<file path="src/rtl/plru_pkg.sv">
// ----------------------------------------------------------------------------
// plru_pkg
//
// Shared types for the tree pseudo-LRU set controller.
//
//   op_e         : request opcode carried on req_op
//                  (TOUCH / VICTIM / ALLOC / CLEAR_SET)
//   fsm_state_e  : controller state, either serving requests (S_IDLE)
//                  or sweeping every set back to an all-zero tree (S_FLUSH)
// ----------------------------------------------------------------------------
package plru_pkg;

    typedef enum logic [1:0] {
        OP_TOUCH     = 2'b00,
        OP_VICTIM    = 2'b01,
        OP_ALLOC     = 2'b10,
        OP_CLEAR_SET = 2'b11
    } op_e;

    typedef enum logic {
        S_IDLE  = 1'b0,
        S_FLUSH = 1'b1
    } fsm_state_e;

endpackage

</file>
<file path="src/rtl/plru_tree_logic.sv">
// ----------------------------------------------------------------------------
// plru_tree_logic
//
// Purely combinational helper for one (ASSOC-1)-bit PLRU tree. The tree is
// stored heap-style: node 0 is the root, and the children of node n are
// 2n+1 (left) and 2n+2 (right). A node bit of 0 points the victim into the
// left subtree, and a bit of 1 points it into the right subtree.
//
// Ports:
//   tree       in  ASSOC-1  current tree bits of the addressed set
//   touch_way  in  WAY_W    way to mark most-recently-used
//   victim     out WAY_W    way the tree currently points at (root = MSB)
//   new_tree   out ASSOC-1  tree after touching touch_way
// ----------------------------------------------------------------------------
module plru_tree_logic #(
    parameter int ASSOC = 8,
    localparam int WAY_W = $clog2(ASSOC)
) (
    input  logic [ASSOC-2:0] tree,
    input  logic [WAY_W-1:0] touch_way,
    output logic [WAY_W-1:0] victim,
    output logic [ASSOC-2:0] new_tree
);

    // Walk from the root, following the node bits. Each bit on the walk
    // becomes the next way bit, root first. The victim walk and the update
    // walk are kept in separate blocks so that the caller can feed the
    // victim back in as the touch way (ALLOC) without forming a loop.
    always_comb begin : victim_walk
        int node;
        victim = '0;
        node   = 0;
        for (int lvl = 0; lvl < WAY_W; lvl++) begin
            victim[WAY_W-1-lvl] = tree[node];
            node = tree[node] ? (2 * node + 2) : (2 * node + 1);
        end
    end

    // Follow touch_way's own path. Every node on the path is flipped to
    // point away from the touched way. Nodes off the path keep their
    // value because new_tree starts as a copy of tree.
    always_comb begin : touch_walk
        int node;
        new_tree = tree;
        node     = 0;
        for (int lvl = 0; lvl < WAY_W; lvl++) begin
            new_tree[node] = ~touch_way[WAY_W-1-lvl];
            node = touch_way[WAY_W-1-lvl] ? (2 * node + 2) : (2 * node + 1);
        end
    end

endmodule

</file>
<file path="src/rtl/plru_set_controller.sv">
// ----------------------------------------------------------------------------
// plru_set_controller
//
// Stateful tree pseudo-LRU manager for a whole set-associative cache. It
// holds one PLRU tree per set and serves one request per cycle. Each request
// is a victim query, a touch, an allocate (victim plus touch), or a per-set
// clear. A flush pulse starts a sweep that clears every set, one set per
// cycle. Requests are stalled while the sweep runs.
//
// Ports:
//   clk         in   1      rising-edge clock
//   rst         in   1      asynchronous active-high reset
//   req_valid   in   1      request present
//   req_ready   out  1      request can be accepted this cycle
//   req_op      in   2      00 TOUCH, 01 VICTIM, 10 ALLOC, 11 CLEAR_SET
//   req_set     in   SET_W  target set
//   req_way     in   WAY_W  way to touch (TOUCH only)
//   flush_req   in   1      pulse: clear every set's tree
//   flush_busy  out  1      sweep in progress
//   rsp_valid   out  1      response for the request accepted last cycle
//   rsp_way     out  WAY_W  victim (VICTIM/ALLOC), echo (TOUCH), 0 (CLEAR)
// ----------------------------------------------------------------------------
module plru_set_controller
    import plru_pkg::*;
#(
    parameter int ASSOC    = 8,
    parameter int NUM_SETS = 64,
    localparam int WAY_W   = $clog2(ASSOC),
    localparam int SET_W   = $clog2(NUM_SETS)
) (
    input  logic             clk,
    input  logic             rst,
    input  logic             req_valid,
    output logic             req_ready,
    input  logic [1:0]       req_op,
    input  logic [SET_W-1:0] req_set,
    input  logic [WAY_W-1:0] req_way,
    input  logic             flush_req,
    output logic             flush_busy,
    output logic             rsp_valid,
    output logic [WAY_W-1:0] rsp_way
);

    fsm_state_e       state_q;
    fsm_state_e       state_d;
    logic [SET_W-1:0] sweep_q;
    logic [SET_W-1:0] sweep_d;
    logic             sweep_clear;

    logic [ASSOC-2:0] trees [NUM_SETS];
    logic [ASSOC-2:0] cur_tree;
    logic [ASSOC-2:0] upd_tree;
    logic [WAY_W-1:0] victim;
    logic [WAY_W-1:0] touch_way;
    logic [WAY_W-1:0] rsp_way_d;
    logic             accept;
    op_e              op;

    assign op       = op_e'(req_op);
    assign accept   = req_valid && req_ready;
    assign cur_tree = trees[req_set];

    // An ALLOC touches the way it is about to return. This is the only place
    // where the victim is fed back into the update path.
    assign touch_way = (op == OP_ALLOC) ? victim : req_way;

    plru_tree_logic #(
        .ASSOC(ASSOC)
    ) u_tree_logic (
        .tree      (cur_tree),
        .touch_way (touch_way),
        .victim    (victim),
        .new_tree  (upd_tree)
    );

    // Control FSM, next-state half. A flush pulse seen in IDLE drops
    // req_ready in the same cycle, so the flush wins over a request that
    // arrives with it. In FLUSH one set is cleared per cycle. The machine
    // leaves FLUSH after the last set, so the sweep lasts exactly NUM_SETS
    // cycles. Further flush pulses during the sweep have no effect.
    always_comb begin
        state_d     = state_q;
        sweep_d     = sweep_q;
        req_ready   = 1'b0;
        flush_busy  = 1'b0;
        sweep_clear = 1'b0;
        case (state_q)
            S_IDLE: begin
                req_ready = !flush_req;
                if (flush_req) begin
                    state_d = S_FLUSH;
                    sweep_d = '0;
                end
            end
            S_FLUSH: begin
                flush_busy  = 1'b1;
                sweep_clear = 1'b1;
                sweep_d     = sweep_q + 1'b1;
                if (sweep_q == SET_W'(NUM_SETS - 1)) begin
                    state_d = S_IDLE;
                end
            end
            default: begin
                state_d = S_IDLE;
                sweep_d = '0;
            end
        endcase
    end

    // Control FSM, state register half. It also holds the sweep counter.
    always_ff @(posedge clk or posedge rst) begin
        if (rst) begin
            state_q <= S_IDLE;
            sweep_q <= '0;
        end else begin
            state_q <= state_d;
            sweep_q <= sweep_d;
        end
    end

    // Tree storage. Sweep clears and accepted requests never occur in the
    // same cycle, because req_ready is low throughout FLUSH. A VICTIM query
    // leaves the tree alone. CLEAR_SET writes zeros, and TOUCH/ALLOC write
    // the updated tree back. A later request to the same set reads these
    // registers directly, so it always sees this update.
    always_ff @(posedge clk or posedge rst) begin
        if (rst) begin
            for (int i = 0; i < NUM_SETS; i++) begin
                trees[i] <= '0;
            end
        end else if (sweep_clear) begin
            trees[sweep_q] <= '0;
        end else if (accept && (op != OP_VICTIM)) begin
            trees[req_set] <= (op == OP_CLEAR_SET) ? '0 : upd_tree;
        end
    end

    // Response payload, chosen by opcode from the tree state before the
    // write.
    always_comb begin
        rsp_way_d = '0;
        case (op)
            OP_TOUCH:     rsp_way_d = req_way;
            OP_VICTIM:    rsp_way_d = victim;
            OP_ALLOC:     rsp_way_d = victim;
            OP_CLEAR_SET: rsp_way_d = '0;
            default:      rsp_way_d = '0;
        endcase
    end

    // Registered response. rsp_valid is a one-cycle pulse after each
    // accept. rsp_way keeps its last value between responses.
    always_ff @(posedge clk or posedge rst) begin
        if (rst) begin
            rsp_valid <= 1'b0;
            rsp_way   <= '0;
        end else begin
            rsp_valid <= accept;
            if (accept) begin
                rsp_way <= rsp_way_d;
            end
        end
    end

endmodule
</file>
<file path="config.mk">
export PLATFORM = sky130hd
export DESIGN_NAME = plru_set_controller
export DESIGN_NICKNAME = d
export VERILOG_FILES = /design/src/rtl/plru_pkg.sv /design/src/rtl/plru_tree_logic.sv /design/src/rtl/plru_set_controller.sv
export SDC_FILE = /design/constraint.sdc
export NUM_CORES = 2
export LEC_CHECK = 0
export CAP_MARGIN = 20
export CORE_AREA = 5 5 272 274
export DETAILED_ROUTE_END_ITERATION = 8
export DIE_AREA = 0 0 277 279
export PLACE_DENSITY = 0.44
export SLEW_MARGIN = 10
export SYNTH_ARGS = -nofsm -noshare
export SYNTH_HDL_FRONTEND = slang
export SYNTH_SLANG_ARGS = --single-unit
</file>
<file path="constraint.sdc">
create_clock -name clk -period 17.8 [get_ports clk]
set_clock_uncertainty 0.05 [all_clocks]
set_input_delay 2.67 -clock clk [delete_from_list [all_inputs] [get_ports clk]]
set_output_delay 2.67 -clock clk [all_outputs]
set_load 0.03 [all_outputs]
</file>
# == Word level (Yosys, flattened, before mapping) ==
# Index checks and enable logic that the tools add are counted.
# totals
reg_bits,459
word_cells,143
# classes
muxes,36
bitwise,8
n_eq_ne,6
n_reduce_logical,10
n_lt_le_gt_ge,10
n_addsub,5
# op_table
op,n
$mux 448,2
$and 448x448->448,1
$bwmux 448,1
$not 448->448,1
$lt 32x5->1 const B,4
$demux 7 s6,2
$add 32x2->32 const B,2
$add 32x3->32 const B,2
$ge 32x1->1 const B,2
$mux 32,2
$bmux 7 s6,1
$mux 7,5
$bwmux 7,2
$ge 7x7->1 const B,2
$lt 7x1->1 const B,2
$not 6->7,2
$pmux 6 s2,1
$mux 1,10
$pmux 3 s3,1
$add 6x1->6 const B,1
$bmux 1 s3,2
$demux 1 s3,2
$eq 6x6->1 const B,1
$logic_and 1x1->1,6
other kinds (13),18

# == Depth between registers and ports, before layout ==
# depth
word_depth,25
mapped_depth,17
ltp_nobuf,8

# == Cells and area by module ==
# A second synthesis with hierarchy kept.
# unflattened
cells_unflattened,1778
area_unflattened_um2,20861.3
# modules_own_cells
mod,instances,area_each_um2,cells_per_inst
plru_set_controller,1,20661.1,1754
plru_tree_logic,1,200.2,24

# == Least setup slack after synthesis ==
# No wires, ideal clock.
# synth_timing
kind,input -> output
startpoint,in flush_req
endpoint,out req_ready
n_path_buf,0
stages,1
arrival_ps,3193
path_slack_ps,11887
required_time_ps,15080
path_cell_list,nor2_1
# synth_between
elab_chain_len,2
# synth_rtl
element,line,text
"start, declared",plru_set_controller.sv:38,"input logic flush_req,"
$logic_not 1->1,plru_set_controller.sv:89,req_ready = !flush_req;
$mux 1,plru_set_controller.sv:87,case (state_q)
"end, declared",plru_set_controller.sv:34,"output logic req_ready,"
# Every way passes these cells.

# == Worst setup path after layout ==
# layout_timing
startpoint,in req_set[0]
endpoint,reg trees[103] in the netlist's numbering
# layout_between
elab_chain_len,19
# layout_rtl
element,line,text
"start, declared",plru_set_controller.sv:36,"input logic [SET_W-1:0] req_set,"
$not 6->7 *,"plru_set_controller.sv:61, plru_set_controller.sv:134",
branches (longest 15 deep; another with $add 32x2->32),--,
$bwmux 448 *,plru_set_controller.sv:134,trees[req_set] <= (op == OP_CLEAR_SET) ? '0 : upd_tree;
$mux 448 *,plru_set_controller.sv:133,end else if (accept && (op != OP_VICTIM)) begin
$mux 448 *,plru_set_controller.sv:131,end else if (sweep_clear) begin
"end signal, assigned by index",plru_set_controller.sv:134,
"end, declared",plru_set_controller.sv:50,logic [ASSOC-2:0] trees [NUM_SETS];
# Mark *: on every way between the ends. The select of a mux whose other input is x is not followed.
# A chain may end at the register's enable or synchronous reset.

==> results.py <==
metrics = {
    "logic_synthesis": {
        "yosys_register_bits": 459,
        "synthCells": 2335,
        "synth_commonest_cells": "459 x dfrtp_1, 420 x nand2_1, 275 x o21ai_0",
        "post_synth.cell_area_avg_um2": 9.68,
        "synth_nets": 2355,
        "synth-warning-count": 0,
        "yosysMostFrequentCell": "dfrtp_1",
        "ys_seq_area_share_pct": 50.8,
        "async_reset_ff_share_pct": 100,
        "synth_edf_count": 0,
        "synth_flop_cell": "dfrtp_1",
        "synth_top_area_cell": "dfrtp_1",
        "yosys.cell_types.count": 73,
        "yosysTopAreaCellShare_pct": 50.8,
        "synth_area_leaders": "dfrtp_1 51%, nand2_1 7.0%, o21ai_0 6.1%",
        "synth_area_mm2": 0.0226,
    },
    "sta": {
        "maxSlewViolCount": 0,
        "finalHoldViolations": 0,
        "period_needed_ns": 7.77,
        "finalSetupTns_ns": 0,
        "fin_crit_sh_pct": 43.7,
        "tightest_slew_ns": 1.09,
        "rsz0062_at_grt": "no",
        "finalWorstSetupSlack_ns": 10.03,
        "setup_viol_count_final": 0,
        "max-slew-margin-rel_pct": 27.2,
        "fmax_mhz": 129,
    },
    "clock_network": {
        "htree_levels": 2,
        "cts_tree": "done",
        "cts_setup_buffers": 0,
        "clockBufferDepth": 3,
        "clock_latency_ns": 0.63,
        "cts_buffers": 55,
        "clkTransAtPathRegs_ns": 0.06,
        "cts_root_buf": "clkbuf_16",
        "post_cts_resized": 0,
        "cts.sinks": 459,
        "cts_hold_buffers": 0,
    },
    "floorplanning": {
        "ios": 21,
        "fp.coreArea_mm2": 0.0711,
        "die_area_mm2": 0.0773,
        "die_x_um": 277,
        "start_util_pct": 31.8,
        "die_h_um": 279,
        "rows": 98,
    },
    "cells_and_area": {
        "nets": 2346,
        "final_util_pct": 36.2,
        "drive_gt1_share_pct": 11.6,
        "syn_to_final_growth_pct": 14.1,
    },
    "placed_design": {
        "pre_cts_slack_ns": 9.48,
        "gp_congestion": 0.946,
        "hpwl_mm": 67.3,
        "io_buffer_count": 20,
    },
    "critical_path": {
        "end_kind": "flop",
        "worstPathMaxFanout": 54,
        "arrival_ns": 8.20,
        "startpoint_type": "input port",
        "crit_type": "input port to flop",
        "rrSetupSlack_ns": 13.46,
        "cp.required_ns": 18.23,
    },
    "route": {
        "vias": 20200,
        "viasPerCell": 6.07,
        "ant_nets": 0,
        "wl_mm": 99.9,
        "dr.first_iter.drc_count": 2587,
        "wire_per_inst_um": 30.1,
        "drc": 0,
        "dr.pass1.iters": 6,
    },
    "pwr": {
        "power_density_mw_per_mm2": 103,
        "leakage_nw": 10.8,
        "vdd_drop_max_mv": 0.0792,
    },
    "global_route": {
        "grt_max_degree": 163,
        "grtUsageTotal_pct": 25.2,
        "grt_pass1_wl_mm": 145,
        "antenna_found_initial": 5,
        "grt_pass1_vias": 19600,
        "overflow": 0,
    },
    "run": {
        "maxCapViolations": 0,
    },
    "worst_hold_path": {
        "timing.hold.worst.class": "flop to flop",
    },
    "outcome": {
        "outcome": "complete, no violations",
    },
}
==> cell families after synthesis <==
family / synth area share, %
muxes: 8.37
and+or+nand+nor: 15.3
AOI/OAI and AO/OA: 21.5
DFF: 50.8
adders and majority gates: 0.277
buffers and inverters: 3.61
xor gates and xnor gates: 0.155
==> worst paths after layout <==
kind                                        startpoint                     end  cells after the start
max in group asynchronous                          rst  trees[293]$_DFFE_PP0P_                      4
min in group asynchronous                          rst   trees[48]$_DFFE_PP0P_                      2
worst max-delay path                        req_set[0]  trees[103]$_DFFE_PP0P_                     12
worst min-delay path            trees[132]$_DFFE_PP0P_  trees[132]$_DFFE_PP0P_                      2
worst min register to register  trees[132]$_DFFE_PP0P_  trees[132]$_DFFE_PP0P_                      2
worst max register to register  trees[224]$_DFFE_PP0P_  trees[103]$_DFFE_PP0P_                      9
==> through the flow <==
| step | total power, mW | instance area [um2] | hold WS [ns] | std cells |
|---|---|---|---|---|
| floorplan | 1.31 | 22600 | 0.384 | 2335 |
| global placement | 1.50 | 23800 | 0.406 | 3213 |
| detailed placement | 1.50 | 23800 | 0.411 | 3214 |
| CTS | 2.67 | 25700 | 0.424 | 3314 |
| global route | 2.74 | 25800 | 0.452 | 3319 |
| finish | 2.67 | 25800 | 0.424 | 3320 |
==> layout by cell type, fill, tap and decap left out, drive strengths merged, types with 6 or more instances in the layout <==
master and instances:
a22o 9, a221oi 52, nand3b 17, a21oi 147
and2 16, inv 19, and3b 9, a211oi 8
nor3 22, nand3 103, mux2 30, a31oi 19
clkdlybuf4s50 17, a221o 11, o21ai 370, nor3b 10
a32oi 7, o211ai 6, dfrtp 459, nor4 6
a32o 11, o31ai 12, mux2i 72, or2 7
nor2b 7, mux4 37, clkbuf 80, and3 12
nand2b 18, o22ai 20, o221ai 10, or3b 8
a22oi 69, clkinv 13, buf 71, o22a 7
nor2 100, nand2 420
==> per-layer routing <==
metal	global-route usage [%]	part of all wire [%]
met1	34.9	42
met2	38.9	44
met3	5.66	8.9
met4	9.16	4.5
met5	0	0.020
==> flip-flops by register name, summed over array words and instances, names as in the netlist <==
register / cells
sweep_q: 6
trees: 448
rsp_way: 3
rsp_valid: 1
state_q: 1
==> worst max-delay path, cell delays in order <==
cell and delay (ns):
buf_4 0.67, buf_4 0.61, inv_1 0.31, buf_4 0.34, a221o_1 0.30, a221oi_1 0.52
nor3_1 0.19, o41a_1 0.53, a31o_2 0.41, a22oi_4 0.86, buf_4 0.50, o21ai_0 0.17
==> layout make-up <==
type | instances | area [um2]
Sequential cell | 459 | 11500
Clock inverter | 20 | 213
Multi-Input combinational cell | 1704 | 10400
Fill cell | 7167 | 45300
Antenna cell | 1 | 2.50
Clock buffer | 80 | 1660
Tap cell | 950 | 1190
Timing Repair Buffer | 88 | 748
Inverter | 18 | 75.1
==> power by group <==
group | switching, mW | internal [mW] | total (mW)
clock network | 0.479 | 0.690 | 1.17
logic | 0.314 | 0.0903 | 0.405
registers | 0.0318 | 1.06 | 1.09
(Power assumes the default switching activity.)
